`src/rtl/temp_plant.sv`:
```
// Behavioural room-temperature plant: a heater/cooler FSM moves Tact in
// prescaled unit steps, and Tact drifts toward ambient while idle.
module temp_plant #(
  parameter int WIDTH     = 8,
  parameter int HEAT_DIV  = 4,
  parameter int COOL_DIV  = 4,
  parameter int DRIFT_DIV = 16,
  parameter int T_INIT    = 20
) (
  input  logic             clk,
  input  logic             rst_n,
  input  logic             Hon,
  input  logic             Con,
  input  logic [WIDTH-1:0] Tamb,
  input  logic             load,
  input  logic [WIDTH-1:0] Tload,
  output logic [WIDTH-1:0] Tact,
  output logic             heating,
  output logic             cooling,
  output logic             fault
);

  localparam int MAX_HC  = (HEAT_DIV > COOL_DIV) ? HEAT_DIV : COOL_DIV;
  localparam int MAX_DIV = (MAX_HC > DRIFT_DIV) ? MAX_HC : DRIFT_DIV;
  localparam int PW      = (MAX_DIV > 1) ? $clog2(MAX_DIV) : 1;

  localparam logic [PW-1:0]    HEAT_TC  = PW'(HEAT_DIV - 1);
  localparam logic [PW-1:0]    COOL_TC  = PW'(COOL_DIV - 1);
  localparam logic [PW-1:0]    DRIFT_TC = PW'(DRIFT_DIV - 1);
  localparam logic [PW-1:0]    P_ZERO   = PW'(0);
  localparam logic [PW-1:0]    P_ONE    = PW'(1);
  localparam logic [WIDTH-1:0] T_MAX    = {WIDTH{1'b1}};
  localparam logic [WIDTH-1:0] T_MIN    = {WIDTH{1'b0}};
  localparam logic [WIDTH-1:0] T_ONE    = WIDTH'(1);
  localparam logic [WIDTH-1:0] T_RST    = WIDTH'(T_INIT);

  typedef enum logic [1:0] {
    IDLE  = 2'd0,
    HEAT  = 2'd1,
    COOL  = 2'd2,
    FAULT = 2'd3
  } state_t;

  state_t           state_r, state_nxt_s;
  logic [PW-1:0]    presc_r, presc_nxt_s;
  logic [WIDTH-1:0] tact_r, tact_nxt_s;
  logic             heating_r, cooling_r, fault_r;
  logic             heating_s, cooling_s, fault_s;

  // State register
  always_ff @(posedge clk or negedge rst_n) begin
    if (!rst_n) begin
      state_r <= IDLE;
    end else begin
      state_r <= state_nxt_s;
    end
  end

  // Next-state decode; FAULT is only left through an all-off request
  always_comb begin
    state_nxt_s = state_r;
    case (state_r)
      FAULT: begin
        if ({Hon, Con} == 2'b00) state_nxt_s = IDLE;
        else                     state_nxt_s = FAULT;
      end
      default: begin
        case ({Hon, Con})
          2'b10:   state_nxt_s = HEAT;
          2'b01:   state_nxt_s = COOL;
          2'b11:   state_nxt_s = FAULT;
          default: state_nxt_s = IDLE;
        endcase
      end
    endcase
  end

  // Status flags follow the next state so they register alongside it
  always_comb begin
    heating_s = (state_nxt_s == HEAT);
    cooling_s = (state_nxt_s == COOL);
    fault_s   = (state_nxt_s == FAULT);
  end

  // Status flag registers
  always_ff @(posedge clk or negedge rst_n) begin
    if (!rst_n) begin
      heating_r <= 1'b0;
      cooling_r <= 1'b0;
      fault_r   <= 1'b0;
    end else begin
      heating_r <= heating_s;
      cooling_r <= cooling_s;
      fault_r   <= fault_s;
    end
  end

  // Prescaler and temperature step; load overrides any step in the same cycle
  always_comb begin
    presc_nxt_s = presc_r + P_ONE;
    tact_nxt_s  = tact_r;
    case (state_r)
      HEAT: begin
        if (presc_r == HEAT_TC) begin
          presc_nxt_s = P_ZERO;
          tact_nxt_s  = (tact_r == T_MAX) ? T_MAX : tact_r + T_ONE;
        end else begin
          tact_nxt_s  = tact_r;
        end
      end
      COOL: begin
        if (presc_r == COOL_TC) begin
          presc_nxt_s = P_ZERO;
          tact_nxt_s  = (tact_r == T_MIN) ? T_MIN : tact_r - T_ONE;
        end else begin
          tact_nxt_s  = tact_r;
        end
      end
      IDLE: begin
        if (presc_r == DRIFT_TC) begin
          presc_nxt_s = P_ZERO;
          if (tact_r < Tamb)      tact_nxt_s = tact_r + T_ONE;
          else if (tact_r > Tamb) tact_nxt_s = tact_r - T_ONE;
          else                    tact_nxt_s = tact_r;
        end else begin
          tact_nxt_s  = tact_r;
        end
      end
      default: begin
        presc_nxt_s = P_ZERO;
        tact_nxt_s  = tact_r;
      end
    endcase
    if (load) begin
      presc_nxt_s = P_ZERO;
      tact_nxt_s  = Tload;
    end else if (state_nxt_s != state_r) begin
      presc_nxt_s = P_ZERO;
    end else begin
      presc_nxt_s = presc_nxt_s;
    end
  end

  // Datapath registers
  always_ff @(posedge clk or negedge rst_n) begin
    if (!rst_n) begin
      presc_r <= P_ZERO;
      tact_r  <= T_RST;
    end else begin
      presc_r <= presc_nxt_s;
      tact_r  <= tact_nxt_s;
    end
  end

  assign Tact    = tact_r;
  assign heating = heating_r;
  assign cooling = cooling_r;
  assign fault   = fault_r;

endmodule

```
`config.mk`:
```
export PLATFORM = sky130hd
export DESIGN_NAME = temp_plant
export DESIGN_NICKNAME = d
export VERILOG_FILES = /design/src/rtl/temp_plant.sv
export SDC_FILE = /design/constraint.sdc
export NUM_CORES = 1
export LEC_CHECK = 0
export CAP_MARGIN = 20
export CORE_MARGIN = 8
export CORE_UTILIZATION = 46
export CTS_CLUSTER_DIAMETER = 60
export DETAILED_ROUTE_END_ITERATION = 10
export PLACE_DENSITY = 0.85
export SYNTH_ARGS = -nofsm -noshare
export SYNTH_HDL_FRONTEND = slang
export SYNTH_SLANG_ARGS = --single-unit
```
`constraint.sdc`:
```
create_clock -name clk -period 2.2 [get_ports clk]
set_clock_uncertainty 0.15 [all_clocks]
set_input_delay 0.44 -clock clk [delete_from_list [all_inputs] [get_ports clk]]
set_output_delay 0.44 -clock clk [all_outputs]
set_load 0.03 [all_outputs]
```
==> impl_metrics.toml, run 1 <==
[critical_path]
r2r-start = "Tact[5]$_DFFE_PN0P_"
crit_cells = 6
timing.critical_path.from = "Tact[5]$_DFFE_PN0P_"
critPathKind = "flip-flop to flip-flop"
crit_buf_inv = 0
critical-path-slowest-cell = "or4_4"
setup.worst_path.end_class = "flip-flop"
worst-path-max-fanout = 5
worstPathRequired_ns = 2.24
setup.worst_path.start_class = "flip-flop"
timing.rr.end = "Tact[6]$_DFFE_PN0P_"
path_depth_of_the_worst_reg2reg_path = 6
worst_ep_arrival_time_ns = 2.33
largest_delay_contributor_family_on_the_critical_path = "simple AND/OR/NAND/NOR gates"
worstSetupEndpoint = "Tact[6]$_DFFE_PN0P_"
timing.reg2reg.setup_slack_ns = -0.1
timing.critical_path.cells = "or4_4, or4b_4, nand2_4, and3_4, o221ai_1, o221a_2"
critPathMaxStageDelay_ns = 0.53

[clocking]
root_buffer = "clkbuf_4"
cts.reportedPaths.clkPinSlew_ns = 0.10
cts_htree_levels = 1
number_of_buffers_inserted_by_hold_repair_at_cts = 0
max-clock-path-buffers = 2
clkLatencyLatePin_ns = 0.28
cts.sinks = 17
cts-buffers-inserted = 3
tritoncts_clock_tree = "built"

[drt]
met3_length_um = 281
highest_layer = "met4"
routedLengthMet1_um = 1810
ant_nets = 0
detailroute.via_count = 1465
wl_per_cell_um = 17.3
met2WireLength_um = 2410
drc_violation_count_after_routing = 0
routed_wirelength_um = 4530
vias_per_cell = 5.59
first_pass_iters = 4
drt-initial-drc-count = 75

[sta]
setup_repair_after_global_routing_missed_its_margin = "yes"
clock.fmax_mhz = 435
timing.final.crit_share_pct = 105
report.final.setup_viol = 5
setup_ws_ns = -0.0991
tightest_slew_ns = 0.349
relSlewSlack_pct = 76.7
minimum_period_implied_by_the_final_worst_setup_slack_ns = 2.30
hold_viol = 0
slew_viol_final = 0

[global_route]
antenna_found_initial = 0
grt-ovfl-total = 0
grt_pass1_wl_um = 7890
vias_in_the_first_global_route = 1631
overall_global_routing_usage_pct = 18.7
grt_max_degree = 12

[synthesis]
synthDominantCellAreaShare_pct = 25.9
avg_cell_area_syn_um2 = 9.24
synth_commonest_cells = "ha_1 (16), dfrtp_1 (15), inv_1 (13)"
ys_types = 46
syn-cell-area_um2 = 1450
ys_top_cells_by_area = "dfrtp_1 (26%), ha_1 (14%), xnor2_1 (4.8%)"
post_synthesis_cell_count = 157
synth.yosys.warnings = 0
most_frequent_cell_after_synthesis = "ha_1"
postSynthNetCount = 194
seq_area_frac_synth_pct = 29.5
synth-edff-count = 0
synth-async-reset-ratio_pct = 100
synth-main-ff-cell = "dfrtp_1"
number_of_synthesized_register_bits = 17
post-synth-top-area-cell = "dfrtp_1"

[outcome]
outcome = "finished, violations left"
failed_checks = "setup timing"

[finish]
utilization_of_the_core_after_routing_pct = 72.1
antenna_cells = 0
register_area_um2 = 429
area_growth_pct = 50.6
layoutNonFillerInstCount = 262
fillerInstances = 238
multi_input_area_um2 = 1070
finish.net_count = 256
layout-drive-gt1-share_pct = 32.1

[hold_path]
hp-class = "primary input to asynchronous set/reset pin"

[floorplanning]
die-width_um = 72.1
fp.dieH_um = 72.1
floorplan.rows = 20
floorplan.die_area_um2 = 5200
core_area_um2 = 3030
ioPinCount = 32
initial_standard_cell_utilization_of_the_core_pct = 47.9

[placement]
gp_congestion = 0.831
place.detailed.instances = 256
detailed_place_hpwl_um = 3550
port_buffers = 31

[flow_run]
drv_cap = 0

[power_and_ir_drop]
power.ir.vdd_worst_mv = 0.327
p_leak_nw = 0.938
power_density_nw_per_um2 = 460
fin_total_pwr_w = 0.00101
[report_power, final]
| part | switching (W) | internal [W] |
|---|---|---|
| Clock | 0.000101 | 0.0000704 |
| Sequential | 0.0000215 | 0.000337 |
| Combinational | 0.000244 | 0.000232 |
| Total | 0.000367 | 0.000639 |
[worst register-to-register path, cell delays in order (launching register included)]
cell and delay, ns:
dfrtp_2 0.42, or4_4 0.53, or4b_4 0.53, nand2_4 0.09
and3_4 0.20, o221ai_1 0.14, o221a_2 0.15
[flip-flops by register name, summed over array words and instances, names as in the netlist]
| register | flops |
|---|---|
| Tact | 8 |
| presc_r | 4 |
| state_r | 2 |
| cooling | 1 |
| fault | 1 |
| heating | 1 |
[cell families (layout without fill, tap and decap cells)]
kind of cell	after synthesis	in the layout	share of synthesized area, %
multiplexers	1	1	0.690
AND/OR/NAND/NOR	48	48	19.5
XOR/XNOR	15	15	9.06
buffers and inverters	20	81	7.33
AO/OA/AOI/OAI	40	40	20.1
flip-flops	17	17	29.5
adder cells (fa/ha/maj)	16	16	13.8
[timing repair]
| action | in CTS | in global routing |
|---|---|---|
| buffers inserted | 0 | 2 |
| gates resized for setup | 36 | 8 |
| endpoints found under the setup margin | 10 | 9 |
| pin swaps | 15 | 4 |
[worst min-delay path by stage]
stage,depth (start not counted),slack [ns],endpoint,startpoint
6_report,1,0.26,Tact[6]$_DFFE_PN0P_,rst_n
3_5_place_dp,1,0.31,presc_r[0]$_DFF_PN0_,presc_r[0]$_DFF_PN0_
3_3_place_gp,1,0.29,presc_r[0]$_DFF_PN0_,presc_r[0]$_DFF_PN0_
2_1_floorplan,0,-0.006,Tact[0]$_DFFE_PN0P_,rst_n
5_1_grt,1,0.26,Tact[6]$_DFFE_PN0P_,rst_n
4_1_cts,1,0.26,Tact[6]$_DFFE_PN0P_,rst_n
[layer usage]
layer  track usage [%]  vias up
met4              4.54        0
li1                  -      703
met2              34.5       46
met1              20.8      714
met3              4.68        2
met5                 0        -
[area by class of cell]
type	count	area share [%]
Multi-Input combinational cell	120	49.2
Tap cell	44	2.52
Sequential cell	17	19.6
Clock buffer	4	1.20
Timing Repair Buffer	63	25.0
Inverter	14	2.41
[stage by stage]
| stage | area, um^2 | setup WS [ns] | setup TNS (ns) | hold slack [ns] |
|---|---|---|---|---|
| 3_3_place_gp | 1990 | -0.449 | -3.37 | 0.292 |
| 2_1_floorplan | 1460 | -0.234 | -1.27 | -0.00559 |
| 5_1_grt | 2180 | -0.161 | -0.957 | 0.262 |
| 6_report | 2180 | -0.0991 | -0.298 | 0.262 |
| 4_1_cts | 2130 | -0.0742 | -0.239 | 0.262 |
| 3_5_place_dp | 1990 | -0.500 | -3.80 | 0.311 |
[layout by cell type (no fill, tap or decap), drive strengths merged, types with 2 or more instances in the layout]
cell type      count
or3                3
nor2               7
nor3b              2
dfrtp             15
dfstp              2
dlygate4sd2       11
clkbuf             4
o221a              5
or4                2
a31oi              2
o22ai              3
nor3               4
o221ai             4
nand3              8
nor2b              3
nand2              6
ha                16
o21a               2
xnor2              8
o21ai              4
clkdlybuf4s50     19
a21o               3
and3               4
buf               32
nand4              3
xor2               7
a21oi             11
inv               13
No activity file was read; power rests on OpenSTA's default activity.
==> inputs of run 2 (changes only) <==
--- a/config.mk
+++ b/config.mk
@@ -11,6 +11,7 @@
 export CTS_CLUSTER_DIAMETER = 60
 export DETAILED_ROUTE_END_ITERATION = 10
 export PLACE_DENSITY = 0.85
+export SLEW_MARGIN = 20
 export SYNTH_ARGS = -nofsm -noshare
 export SYNTH_HDL_FRONTEND = slang
 export SYNTH_SLANG_ARGS = --single-unit
==> results of run 2 <==
No change in the layout: final DEF, timing and power equal those of run 1.
